File: src/rtl/sram_port_arbiter.sv
// -----------------------------------------------------------------------------
// sram_port_arbiter
//
// Two-port arbiter and sequencer in front of a single-port 1024 x 32 SRAM.
// Port 0 is the CPU load/store path and port 1 is the instruction-fetch /
// host-loader path. At most one request is granted per cycle. The granted
// port drives the SRAM combinationally, and read data returns to the owning
// port one cycle later. Arbitration in IDLE is round-robin. A port may lock
// the bus for read-modify-write sequences, but the lock is forcibly released
// after LOCK_MAX cycles.
//
// Ports
//   clk, reset               clock; synchronous active-high reset
//   mX_req/we/lock           request, write enable, keep ownership after access
//   mX_addr/wdata            word address and write data
//   mX_gnt                   combinational grant (request accepted this cycle)
//   mX_rvalid                registered read-data valid (cycle after grant)
//   mX_rdata                 read data (both ports carry sram_data_out)
//   sram_we/addr/data_in     SRAM drive, zero when nothing is granted
//   sram_data_out            SRAM read data, one cycle after the address
//   busy                     bus owned or a read response pending
//   lock_err                 sticky flag: a lock hit the LOCK_MAX limit
// -----------------------------------------------------------------------------
module sram_port_arbiter #(
  parameter int ADDR_W   = 10,
  parameter int DATA_W   = 32,
  parameter int LOCK_MAX = 16
) (
  input  logic              clk,
  input  logic              reset,
  // port 0
  input  logic              m0_req,
  input  logic              m0_we,
  input  logic              m0_lock,
  input  logic [ADDR_W-1:0] m0_addr,
  input  logic [DATA_W-1:0] m0_wdata,
  output logic              m0_gnt,
  output logic              m0_rvalid,
  output logic [DATA_W-1:0] m0_rdata,
  // port 1
  input  logic              m1_req,
  input  logic              m1_we,
  input  logic              m1_lock,
  input  logic [ADDR_W-1:0] m1_addr,
  input  logic [DATA_W-1:0] m1_wdata,
  output logic              m1_gnt,
  output logic              m1_rvalid,
  output logic [DATA_W-1:0] m1_rdata,
  // SRAM side
  output logic              sram_we,
  output logic [ADDR_W-1:0] sram_addr,
  output logic [DATA_W-1:0] sram_data_in,
  input  logic [DATA_W-1:0] sram_data_out,
  // status
  output logic              busy,
  output logic              lock_err
);

  // The counter only ever holds 0 .. LOCK_MAX-1; the limit is detected one
  // step before it would wrap.
  localparam int CNT_W = (LOCK_MAX > 1) ? $clog2(LOCK_MAX) : 1;

  typedef enum logic [1:0] {
    IDLE = 2'd0,
    OWN0 = 2'd1,
    OWN1 = 2'd2
  } state_e;

  state_e             state_q, state_d;
  logic               last_q, last_d;         // last port granted
  logic [CNT_W-1:0]   lock_cnt_q, lock_cnt_d;
  logic               pend_q, pend_d;         // read response due next cycle
  logic               pend_id_q, pend_id_d;   // port owning that response
  logic               lock_err_q, lock_err_d;

  logic               gnt0, gnt1, any_gnt;
  logic               gnt_we, gnt_lock;

  // ---------------------------------------------------------------------------
  // Grant selection. Nothing is granted while reset is high so that no SRAM
  // write slips through in the reset cycle.
  // ---------------------------------------------------------------------------
  always_comb begin
    // NOTE: every output of a combinational block gets a default first;
    // a path that leaves one unassigned infers a latch.
    gnt0 = 1'b0;
    gnt1 = 1'b0;
    if (!reset) begin
      unique case (state_q)
        IDLE: begin
          if (m0_req && m1_req) begin
            // tie: the port that did not win last time goes first
            gnt0 = last_q;
            gnt1 = !last_q;
          end else begin
            gnt0 = m0_req;
            gnt1 = m1_req;
          end
        end
        OWN0:    gnt0 = m0_req;
        OWN1:    gnt1 = m1_req;
        default: ;
      endcase
    end
  end

  assign any_gnt  = gnt0 | gnt1;
  assign gnt_we   = gnt0 ? m0_we   : (gnt1 & m1_we);
  assign gnt_lock = gnt0 ? m0_lock : (gnt1 & m1_lock);

  // SRAM drive follows the winner; an idle bus presents all zeros.
  always_comb begin
    sram_we      = 1'b0;
    sram_addr    = '0;
    sram_data_in = '0;
    if (gnt0) begin
      sram_we      = m0_we;
      sram_addr    = m0_addr;
      sram_data_in = m0_wdata;
    end else if (gnt1) begin
      sram_we      = m1_we;
      sram_addr    = m1_addr;
      sram_data_in = m1_wdata;
    end
  end

  // ---------------------------------------------------------------------------
  // Next-state logic: ownership, round-robin pointer, lock counter.
  // ---------------------------------------------------------------------------
  always_comb begin
    state_d    = state_q;
    last_d     = last_q;
    lock_cnt_d = lock_cnt_q;
    lock_err_d = lock_err_q;
    pend_d     = any_gnt && !gnt_we;
    pend_id_d  = gnt1;

    if (any_gnt) last_d = gnt1;

    unique case (state_q)
      IDLE: begin
        if (any_gnt && gnt_lock) begin
          state_d    = gnt1 ? OWN1 : OWN0;
          lock_cnt_d = '0;
        end
      end
      OWN0, OWN1: begin
        lock_cnt_d = lock_cnt_q + CNT_W'(1);
        if (!any_gnt || !gnt_lock) begin
          // owner dropped its request or issued its final unlocked access
          state_d = IDLE;
        end else if (lock_cnt_q == CNT_W'(LOCK_MAX - 1)) begin
          // limit reached: this cycle's grant stands, then ownership is
          // revoked and the other port wins the next tie
          state_d    = IDLE;
          lock_err_d = 1'b1;
          last_d     = (state_q == OWN1);
        end
      end
      default: state_d = IDLE;
    endcase
  end

  always_ff @(posedge clk) begin
    // NOTE: sequential state uses non-blocking assignments so every register
    // samples the pre-edge values, independent of statement order.
    if (reset) begin
      state_q    <= IDLE;
      last_q     <= 1'b1;
      lock_cnt_q <= '0;
      pend_q     <= 1'b0;
      pend_id_q  <= 1'b0;
      lock_err_q <= 1'b0;
    end else begin
      state_q    <= state_d;
      last_q     <= last_d;
      lock_cnt_q <= lock_cnt_d;
      pend_q     <= pend_d;
      pend_id_q  <= pend_id_d;
      lock_err_q <= lock_err_d;
    end
  end

  // ---------------------------------------------------------------------------
  // Outputs. A response still registered when reset arrives is suppressed in
  // the reset cycle itself, so the dropped read never reaches its port.
  // ---------------------------------------------------------------------------
  assign m0_gnt    = gnt0;
  assign m1_gnt    = gnt1;
  assign m0_rvalid = pend_q && !pend_id_q && !reset;
  assign m1_rvalid = pend_q &&  pend_id_q && !reset;
  assign m0_rdata  = sram_data_out;
  assign m1_rdata  = sram_data_out;
  assign busy      = (state_q != IDLE) || pend_q;
  assign lock_err  = lock_err_q;

endmodule

File: config.mk
export PLATFORM = sky130hd
export DESIGN_NAME = sram_port_arbiter
export DESIGN_NICKNAME = d
export VERILOG_FILES = /design/src/rtl/sram_port_arbiter.sv
export SDC_FILE = /design/constraint.sdc
export NUM_CORES = 1
export LEC_CHECK = 0
export CAP_MARGIN = 10
export CORE_AREA = 4 4 90 92
export CTS_CLUSTER_DIAMETER = 40
export CTS_CLUSTER_SIZE = 25
export DETAILED_ROUTE_END_ITERATION = 8
export DIE_AREA = 0 0 94 96
export MAX_ROUTING_LAYER = met4
export PLACE_DENSITY_LB_ADDON = 0.3
export SLEW_MARGIN = 15
export SYNTH_ARGS = -nofsm -noshare
export SYNTH_HDL_FRONTEND = slang
export SYNTH_SLANG_ARGS = --single-unit
export TNS_END_PERCENT = 20
File: constraint.sdc
create_clock -name clk -period 3.6 [get_ports clk]
set_clock_uncertainty 0.05 [all_clocks]
set_input_delay 1.08 -clock clk [delete_from_list [all_inputs] [get_ports clk]]
set_output_delay 1.08 -clock clk [all_outputs]
set_load 0.01 [all_outputs]
==> flow_metrics.env <==
export IMPL_die_area_sq_um=9020
export IMPL_num_io_pins=237
export IMPL_cap_viol_max_count=0
export IMPL_drt_wl_total_um=6990
export IMPL_worstReg2RegEnd="lock_cnt_q[2]"
export IMPL_syn_inst=270
export IMPL_timing_reg2reg_setup_slack_ps=1060
export IMPL_seq_area_frac_synth=0.120
export IMPL_port_buffers=140
export IMPL_ir_drop_uv=79.7
export IMPL_detailedRoute_firstIterationViolations=24
export IMPL_crit_required_ps=2470
export IMPL_cp_max_fo=7
export IMPL_ff2ff_path_depth=11
export IMPL_clock_latency_ps=240
export IMPL_layout_cells_most_common="clkdlybuf4s50_1"
export IMPL_final_min_clock_period_ps=3500
export IMPL_syn_area_per_cell_sq_um=6.18
export IMPL_remaining_drc_errors=0
export IMPL_yosys_top_cells_area="buf_4, nand2_1, o21ai_0"
export IMPL_final_core_utilization=0.388
export IMPL_post_route_cells_drive_above_1_share=0.222
export IMPL_total_power_mw=0.732
export IMPL_dieHeight_um=96
export IMPL_synthArstFlopShare=0
export IMPL_num_rows=31
export IMPL_drtPass1Iterations=6
export IMPL_first_global_vias=2059
export IMPL_grt_antenna_before_repair=0
export IMPL_drt_vias_per_instance=4.41
export IMPL_total_leakage_power_nw=1.33
export IMPL_timing_setup_tns_ps=0
export IMPL_synth_seq_cells=10
export IMPL_hold_path_class="flop to flop"
export IMPL_clock_path_buffers=2
export IMPL_design_final_nets=485
export IMPL_slew_headroom=0.754
export IMPL_grt_start_max_net_pins=29
export IMPL_post_synth_num_cell_types=34
export IMPL_final_hold_violation_count=0
export IMPL_crit_end_element="output port"
export IMPL_synth_enable_flop_cells=0
export IMPL_number_of_clock_sinks=10
export IMPL_clock_tree_from_tritoncts="built"
export IMPL_yosys_warnings=0
export IMPL_grt_setup_unrepaired="no"
export IMPL_hold_worst_slack_ps=401
export IMPL_grt_ovfl_total=0
export IMPL_synth_top_area_cell="buf_4"
export IMPL_initial_utilization=0.231
export IMPL_finalMaxSlewViolations=0
export IMPL_main_flop_type_after_synthesis="dfxtp_1"
export IMPL_timing_startpoint_of_the_critical_path="m1_req"
export IMPL_wire_per_inst_um=15.4
export IMPL_cts_htree_levels=1
export IMPL_grt_pass1_wl_um=10100
export IMPL_fin_crit_sh=0.973
export IMPL_vias=2006
export IMPL_cts_clk_slew_worst_paths_ps=50
export IMPL_design_core_area_sq_um=7210
export IMPL_classification_of_the_worst_setup_path="primary input to output port"
export IMPL_post_synth_top_area_fraction=0.288
export IMPL_drtAntennaViolNets=0
export IMPL_hold_path_depth=2
export IMPL_run_status="completed"
export IMPL_most_common_layout_cells="clkdlybuf4s50_1, nand2_1, buf_2"
export IMPL_postSynthNetCount=398
export IMPL_final_antenna_diode_count=0
export IMPL_worstReg2RegStart="state_q[0]"
export IMPL_setup_violations=0
export IMPL_chipWidth_um=94
export IMPL_post_synth_instance_area_sq_um=1670
export IMPL_worstMarginPinSlew_ps=366
export IMPL_routability_congestion_estimate=0.783
export IMPL_clock_root_buffer="clkbuf_8"
export IMPL_dp_final_hpwl_um=5480
export IMPL_setup_crit_start_kind="primary input"
export IMPL_power_density_nw_per_um2=261
export IMPL_grtUsageTotal=0.147
export IMPL_syn_to_final_growth_pct=67.8
export IMPL_worstSetupEndpoint="sram_data_in[2]"
export IMPL_critical_path_arrival_ps=2370
export IMPL_numCtsBuffers=3
export IMPL_max_freq_mhz=286
## critical path, cell delays in order
cell and delay [ps]:
clkbuf_2 90, nor3b_4 140, or3_4 430, clkinv_8 110, buf_12 100, buf_16 110
nand2_1 50, o21ai_1 90, buf_2 160
## cell usage after synthesis, types with 2 or more instances
library cell,count
a21oi_1,2
a31o_1,2
a32o_1,3
and3_1,3
buf_2,4
buf_4,64
clkbuf_1,10
dfxtp_1,10
ha_1,4
inv_1,8
nand2_1,88
nand2b_1,2
nand3_1,3
nor3b_1,3
o21ai_0,44
o32ai_1,2
## routing by layer
| layer | global-route usage | vias to the layer above | wire length (um) |
|---|---|---|---|
| met5 | - | - | 0 |
| met4 | 0.0397 | 0 | 72 |
| met3 | 0.0360 | 8 | 607 |
| met2 | 0.253 | 129 | 3500 |
| met1 | 0.171 | 875 | 2800 |
| li1 | - | 994 | - |
## through the flow
step	cells	setup slack, ps	cell area (sq um)
5_1_grt	455	20.3	2800
6_report	455	98.0	2800
4_1_cts	455	4.07	2790
2_1_floorplan	270	42.6	1670
3_5_place_dp	443	-707	2780
3_3_place_gp	443	-681	2780
## area by class of cell
cell class | count | area, sq um
flip-flops and latches | 10 | 200
inverters | 9 | 46.3
repair buffers | 161 | 1470
clock buffers | 4 | 55.1
multi-input cells | 172 | 901
well taps | 99 | 124
fillers | 787 | 4420
## registers in the layout, indices dropped and copies added, names as in the netlist
register    flops
state_q         2
lock_cnt_q      4
pend_id_q       1
last_q          1
pend_q          1
lock_err        1
## report_power, final
group          leakage [nW]  internal (mW)  switching, mW  total [mW]
Sequential           0.0813          0.119        0.00541       0.124
Clock                0.0288         0.0962         0.0445       0.141
Combinational          1.22          0.254          0.213       0.467
## worst min path at each step
stage / start / slack, ps / end
3_5_place_dp: lock_err / 400 / lock_err
2_1_floorplan: lock_err / 420 / lock_err
6_report: lock_err / 400 / lock_err
4_1_cts: lock_err / 410 / lock_err
5_1_grt: lock_err / 440 / lock_err
3_3_place_gp: lock_err / 390 / lock_err
## cells by family (layout without fill, tap and decap cells)
family          Yosys count  in the layout  synth area share
compound gates           59             59             0.206
simple gates            106            106             0.273
mux                       2              2            0.0158
buf+inv                  88            174             0.350
fa+ha+maj                 4              4            0.0300
xor+xnor                  1              1           0.00525
flops                    10             10             0.120
## timing repair
item | 4_1_cts | 5_1_grt
setup buffers | 5 | 0
pin swaps | 1 | 1
endpoints found under the setup margin | 47 | 15
resized for setup | 215 | 10
hold buffers | 0 | 0
gates cloned | 3 | 0
Note: power is estimated with default switching activity, not from simulation.
